## config.mk

```make
export PLATFORM = sky130hd
export DESIGN_NAME = hpdcache_victim_tree_plru
export DESIGN_NICKNAME = d
export VERILOG_FILES = /design/src/rtl/hpdcache_pkg.sv /design/src/rtl/hpdcache_plru_tree_walk.sv /design/src/rtl/hpdcache_prio_1hot_encoder.sv /design/src/rtl/hpdcache_victim_tree_plru.sv
export SDC_FILE = /design/constraint.sdc
export NUM_CORES = 1
export LEC_CHECK = 0
export BUFFER_PORTS_ARGS = -buffer_cell sky130_fd_sc_hd__buf_2
export CORE_MARGIN = 2
export CORE_UTILIZATION = 40
export CTS_CLUSTER_SIZE = 24
export DETAILED_ROUTE_END_ITERATION = 8
export GPL_ROUTABILITY_DRIVEN = 0
export GPL_TIMING_DRIVEN = 0
export PLACE_DENSITY_LB_ADDON = 0.05
export SYNTH_ARGS = -nofsm -noshare
export SYNTH_HDL_FRONTEND = slang
export SYNTH_SLANG_ARGS = --single-unit
```

## constraint.sdc

```tcl
create_clock -name clk_i -period 2.73 [get_ports clk_i]
set_input_delay 0.546 -clock clk_i [delete_from_list [all_inputs] [get_ports clk_i]]
set_output_delay 0.546 -clock clk_i [all_outputs]
set_load 0.005 [all_outputs]
```

## src/rtl/hpdcache_pkg.sv

```systemverilog
// hpdcache_pkg: cache configuration types and the PLRU tree path helper
package hpdcache_pkg;

    localparam int unsigned HPDCACHE_MAX_WAYS = 32;

    typedef struct packed {
        int unsigned sets;
        int unsigned ways;
    } hpdcache_user_cfg_t;

    typedef struct packed {
        hpdcache_user_cfg_t u;
    } hpdcache_cfg_t;

    typedef struct packed {
        logic [HPDCACHE_MAX_WAYS-2:0] mask;
        logic [HPDCACHE_MAX_WAYS-2:0] dir;
    } hpdcache_plru_path_t;

    // mask marks the nodes on the root-to-leaf path of way; dir is 1 where the path goes right
    function automatic hpdcache_plru_path_t hpdcache_plru_tree_path(input int unsigned way,
                                                                    input int unsigned ways);
        hpdcache_plru_path_t p;
        int unsigned n;
        p = '0;
        n = way + ways;
        for (int l = 0; l < $clog2(HPDCACHE_MAX_WAYS); l++) begin
            if (n > 1) begin
                p.mask[5'(n / 2 - 1)] = 1'b1;
                p.dir[5'(n / 2 - 1)] = n[0];
                n = n / 2;
            end
        end
        return p;
    endfunction

endpackage

```

## src/rtl/hpdcache_plru_tree_walk.sv

```systemverilog
// hpdcache_plru_tree_walk: masked pseudo-LRU tree walk returning a one-hot way
module hpdcache_plru_tree_walk #(
    parameter int unsigned W = 4
) (
    input  logic [W-2:0] tree,
    input  logic [W-1:0] mask,
    output logic [W-1:0] way
);

    logic [2*W-1:1] any;
    logic [W-1:1]   go_right;

    // a way wins when every node on its path steers toward it
    always_comb begin
        any = '0;
        any[2*W-1:W] = mask;
        for (int k = W - 1; k >= 1; k--) any[k] = any[2*k] | any[2*k+1];
        go_right = '0;
        for (int k = 1; k < W; k++) go_right[k] = tree[k-1] ? any[2*k+1] : !any[2*k];
        for (int i = 0; i < W; i++) begin
            way[i] = any[1];
            for (int n = i + W; n > 1; n = n / 2) way[i] = way[i] & (go_right[n/2] == n[0]);
        end
    end

endmodule

```

## src/rtl/hpdcache_prio_1hot_encoder.sv

```systemverilog
// hpdcache_prio_1hot_encoder: keeps only the lowest set bit of the input
module hpdcache_prio_1hot_encoder #(
    parameter int unsigned N = 4
) (
    input  logic [N-1:0] val_i,
    output logic [N-1:0] val_o
);

    assign val_o = val_i & (~val_i + N'(1));

endmodule

```

## src/rtl/hpdcache_victim_tree_plru.sv

```systemverilog
// hpdcache_victim_tree_plru: tree-PLRU victim selector; define HPDCACHE_VICTIM_CLEAN_FIRST_EN to prefer clean lines
module hpdcache_victim_tree_plru
    import hpdcache_pkg::*;
#(
    parameter hpdcache_cfg_t HPDcacheCfg = '{u: '{sets: 32'd4, ways: 32'd4}}
) (
    input  logic                                  clk_i,
    input  logic                                  rst_ni,
    input  logic                                  updt_i,
    input  logic [$clog2(HPDcacheCfg.u.sets)-1:0] updt_set_i,
    input  logic [HPDcacheCfg.u.ways-1:0]         updt_way_i,
    input  logic                                  inv_i,
    input  logic [$clog2(HPDcacheCfg.u.sets)-1:0] inv_set_i,
    input  logic [HPDcacheCfg.u.ways-1:0]         inv_way_i,
    input  logic                                  sel_victim_i,
    input  logic [$clog2(HPDcacheCfg.u.sets)-1:0] sel_victim_set_i,
    input  logic [HPDcacheCfg.u.ways-1:0]         sel_dir_valid_i,
    input  logic [HPDcacheCfg.u.ways-1:0]         sel_dir_dirty_i,
    input  logic [HPDcacheCfg.u.ways-1:0]         sel_dir_fetch_i,
    output logic [HPDcacheCfg.u.ways-1:0]         sel_victim_way_o
);

    localparam int unsigned S = HPDcacheCfg.u.sets;
    localparam int unsigned W = HPDcacheCfg.u.ways;
    localparam int unsigned SET_W = $clog2(S);
    localparam int unsigned TREE_BITS = W - 1;

    typedef logic [TREE_BITS-1:0] tree_t;

    if (W < 2 || (W & (W - 1)) != 0) begin : g_bad_ways
        $error("HPDcacheCfg.u.ways must be a power of two >= 2");
    end

    function automatic int unsigned idx_of(input logic [W-1:0] oh);
        idx_of = 0;
        for (int i = 0; i < W; i++) if (oh[i]) idx_of = i;
    endfunction

    tree_t               tree_q [S];
    tree_t               tree_d [S];
    logic [S-1:0]        inv_hit, sel_hit, updt_hit;
    logic [W-1:0]        cand, unused, elig, walk_mask, unused_oh, walk_oh, victim;
    hpdcache_plru_path_t inv_p, sel_p, updt_p;
    tree_t               inv_m, inv_d, sel_m, sel_d, updt_m, updt_d;
    logic                unused_path;

    assign cand   = ~sel_dir_fetch_i;
    assign unused = cand & ~sel_dir_valid_i;
    assign elig   = cand & sel_dir_valid_i;

`ifdef HPDCACHE_VICTIM_CLEAN_FIRST_EN
    assign walk_mask = |(elig & ~sel_dir_dirty_i) ? elig & ~sel_dir_dirty_i : elig;
`else
    logic unused_dirty;
    assign unused_dirty = ^sel_dir_dirty_i;
    assign walk_mask = elig;
`endif

    hpdcache_prio_1hot_encoder #(.N(W)) unused_enc (
        .val_i (unused),
        .val_o (unused_oh)
    );

    hpdcache_plru_tree_walk #(.W(W)) walk (
        .tree (tree_q[sel_victim_set_i]),
        .mask (walk_mask),
        .way  (walk_oh)
    );

    assign victim = |unused ? unused_oh : walk_oh;
    assign sel_victim_way_o = victim;

    assign inv_p  = hpdcache_plru_tree_path(idx_of(inv_way_i), W);
    assign sel_p  = hpdcache_plru_tree_path(idx_of(victim), W);
    assign updt_p = hpdcache_plru_tree_path(idx_of(updt_way_i), W);
    assign inv_m  = inv_p.mask[TREE_BITS-1:0];
    assign inv_d  = inv_p.dir[TREE_BITS-1:0];
    assign sel_m  = sel_p.mask[TREE_BITS-1:0];
    assign sel_d  = sel_p.dir[TREE_BITS-1:0];
    assign updt_m = updt_p.mask[TREE_BITS-1:0];
    assign updt_d = updt_p.dir[TREE_BITS-1:0];
    assign unused_path = ^{inv_p, sel_p, updt_p};

    // later updates overwrite earlier ones on shared path nodes
    always_comb begin
        for (int s = 0; s < S; s++) begin
            inv_hit[s]  = inv_i && inv_set_i == SET_W'(s);
            sel_hit[s]  = sel_victim_i && |victim && sel_victim_set_i == SET_W'(s);
            updt_hit[s] = updt_i && updt_set_i == SET_W'(s);
            tree_d[s] = inv_hit[s] ? (tree_q[s] & ~inv_m) | (inv_d & inv_m) : tree_q[s];
            tree_d[s] = sel_hit[s] ? (tree_d[s] & ~sel_m) | (~sel_d & sel_m) : tree_d[s];
            tree_d[s] = updt_hit[s] ? (tree_d[s] & ~updt_m) | (~updt_d & updt_m) : tree_d[s];
        end
    end

    always_ff @(posedge clk_i or negedge rst_ni) begin
        if (!rst_ni) begin
            for (int s = 0; s < S; s++) tree_q[s] <= '0;
        end else begin
            for (int s = 0; s < S; s++) if (inv_hit[s] || sel_hit[s] || updt_hit[s]) tree_q[s] <= tree_d[s];
        end
    end

    always_ff @(posedge clk_i) begin
        if (rst_ni && updt_i) assert ($onehot(updt_way_i)) else $error("updt_way_i is not one-hot");
        if (rst_ni && inv_i) assert ($onehot(inv_way_i)) else $error("inv_way_i is not one-hot");
    end

endmodule

```

==> results_dict.tcl <==
set metrics [dict create \
    die_area_sq_um 3775 \
    track_usage 0.2108 \
    async_flop_share 1.000 \
    worstPathRequired_ns 2.18 \
    antenna_cells 0 \
    worst_pin_slew_ns 0.6873 \
    routed_via_density 6.063 \
    yosys_warnings 0 \
    clock-sinks 12 \
    syn_nets 177 \
    synth-edff-count 0 \
    hold_slack_ns 0.1355 \
    synthToLayoutAreaGrowth_pct 18.01 \
    clk_latency_ns 0.28 \
    synth_top_area_frac 0.2275 \
    skew_ns 0.005084 \
    placed_cells 218 \
    clkTransAtPathRegs_ns 0.09 \
    p_sw_frac 0.3636 \
    seqPwrFrac 0.358 \
    fmax_ghz 0.3913 \
    syn_avg_cell_area_sq_um 9.041 \
    critPathCaptureType "primary output" \
    num_vias 1346 \
    ys_ff_latch 12 \
    start_util 0.4254 \
    cp-start-kind "input pin" \
    ys_top_cells_by_area "dfrtp_1, nor3b_2, and3b_1" \
    fin_crit_sh 0.9362 \
    core_area_sq_um 3103 \
    cts_tree "yes" \
    crit_fanout 10 \
    reg2reg_depth 5 \
    setup_viol 0 \
    slew_violations 0 \
    power_density_nw_per_um2 446.6 \
    finalCriticalPeriod_ns 2.556 \
    place_hpwl_microns 2963 \
    max_cap_viol_count 0 \
    io_pins 35 \
    slew_headroom 0.5397 \
    rsz0062_at_grt "no" \
    largest_reg_flops 12 \
    cts_buffers 3 \
    ir_drop_mv 0.3099 \
    die_w_microns 61.45 \
    dr.pass1.iters 4 \
    finalNonFillerCells 222 \
    p_leak_nw 0.6605 \
    synth-main-ff-cell "dfrtp_1" \
    worstPathArrival_ns 2.01 \
    ys_seq_area_frac 0.2275 \
    largestRegisters "tree_q x12" \
    clockBufferDepth 2 \
    io_buffers 28 \
    drt.antenna.violating_nets 0 \
    layout_commonest_cell "buf_2" \
    layout.nets 210 \
    final_cell_mix "buf_2, dfrtp_1, nand2_1" \
    grt_antenna_before_repair 0 \
    cts-root-buf "clkbuf_4" \
    fin_setup_tns_ns 0 \
    grt_pass1_wl_microns 5830 \
    hold_viol 0 \
    min_path_type "input pin to async pin" \
    status "finished, final reports clean" \
    synth_cell_types 49 \
    die_h_microns 61.45 \
    grt_pass1_vias 1222 \
    power_switching_w 0.0002529 \
    drc 0 \
    grt_overflow 0 \
    p_int_w 0.0004427 \
    regMostFlops "tree_q" \
    wl_per_cell_microns 16.36 \
    netlist_area_sq_um 1320 \
    cts-htree-levels 1 \
    grt_max_degree 13 \
    crit_type "input pin to primary output" \
    syn_inst 146 \
    cts_setup_buffers 0 \
    drt_iter0_markers 135 \
    combPwrFrac 0.427 \
    num_rows 20 \
    clockPowerShare 0.214 \
    drive_above_1_share 0.3708 \
    p_total_w 0.0006956 \
    post-synth-top-area-cell "dfrtp_1" \
    routed_wirelength_microns 3631 \
]
==> synth_stat cells, types with 4 or more instances <==
cell / instances
a21oi_1: 10
a221oi_1: 5
a22oi_1: 4
a41oi_1: 4
and3b_1: 7
dfrtp_1: 12
inv_1: 5
mux2_2: 4
mux2i_1: 5
nand2_1: 11
nor2_1: 10
nor3b_1: 5
nor3b_2: 5
o21ai_0: 5
o22ai_1: 6
==> cell families (layout without fill, tap and decap cells) <==
kind of cell | Yosys count | after routing | share of synthesized area
muxes | 11 | 11 | 0.1062
buffers and inverters | 9 | 41 | 0.03413
DFF | 12 | 12 | 0.2275
AOI/OAI and AO/OA | 53 | 53 | 0.3185
and+or+nand+nor | 61 | 61 | 0.3138
==> through the flow <==
step / setup WS [ns] / util / instance area (sq um)
after global placement: 0.1862 / 0.4883 / 1515
after floorplan: 0.5900 / - / 1320
after detailed placement: 0.1424 / 0.4883 / 1515
final: 0.1741 / 0.5020 / 1558
after global routing: 0.08358 / 0.5020 / 1558
after CTS: 0.1357 / 0.5000 / 1551
==> worst paths after layout <==
path	startpoint	to	slack [ns]
worst max-delay path	sel_victim_set_i[1]	sel_victim_way_o[1]	0.17
worst min-delay path	rst_ni	tree_q[1]	0.14
worst max register to register	tree_q[3]	tree_q[4]	0.76
worst min register to register	tree_q[4]	tree_q[4]	0.71
max in group asynchronous	rst_ni	tree_q[5]	2.36
min in group clk_i	updt_way_i[3]	tree_q[5]	0.49
==> power by group through the flow <==
stage	combinational [W]	clock (W)	sequential, W
2_1_floorplan	0.000212	0	0.000242
3_3_place_gp	0.000289	0	0.000251
3_5_place_dp	0.000293	0	0.000253
4_1_cts	0.000295	0.000147	0.000249
5_1_grt	0.000332	0.000159	0.000254
6_report	0.000297	0.000149	0.000249
==> critical path, cell delays in order <==
cell     delay [ns]
buf_2          0.14
buf_2          0.24
mux2i_1        0.11
a221o_1        0.37
a31oi_2        0.40
nor2_1         0.06
buf_2          0.13
==> what timing repair did <==
| item | 4_1_cts | 5_1_grt |
|---|---|---|
| resized for setup | 0 | 1 |
| hold buffers | 0 | 0 |
| endpoints found under the setup margin | 0 | 1 |
==> cell type report <==
| type | count | area [sq um] |
|---|---|---|
| Timing Repair Buffer | 28 | 140.1 |
| Multi-Input combinational cell | 125 | 980.9 |
| Inverter | 6 | 27.53 |
| Tap cell | 44 | 55.05 |
| Sequential cell | 12 | 300.3 |
| Clock buffer | 4 | 36.28 |
| Buffer | 3 | 17.52 |
| Fill cell | 336 | 1545 |
==> routing by layer <==
metal	up-vias	GRT usage	part of all wire
met5	-	0	0
li1	653	-	-
met1	636	0.2966	0.45
met3	5	0.01261	0.068
met4	0	0.05471	0.010
met2	52	0.3541	0.47
(Power assumes the default switching activity.)
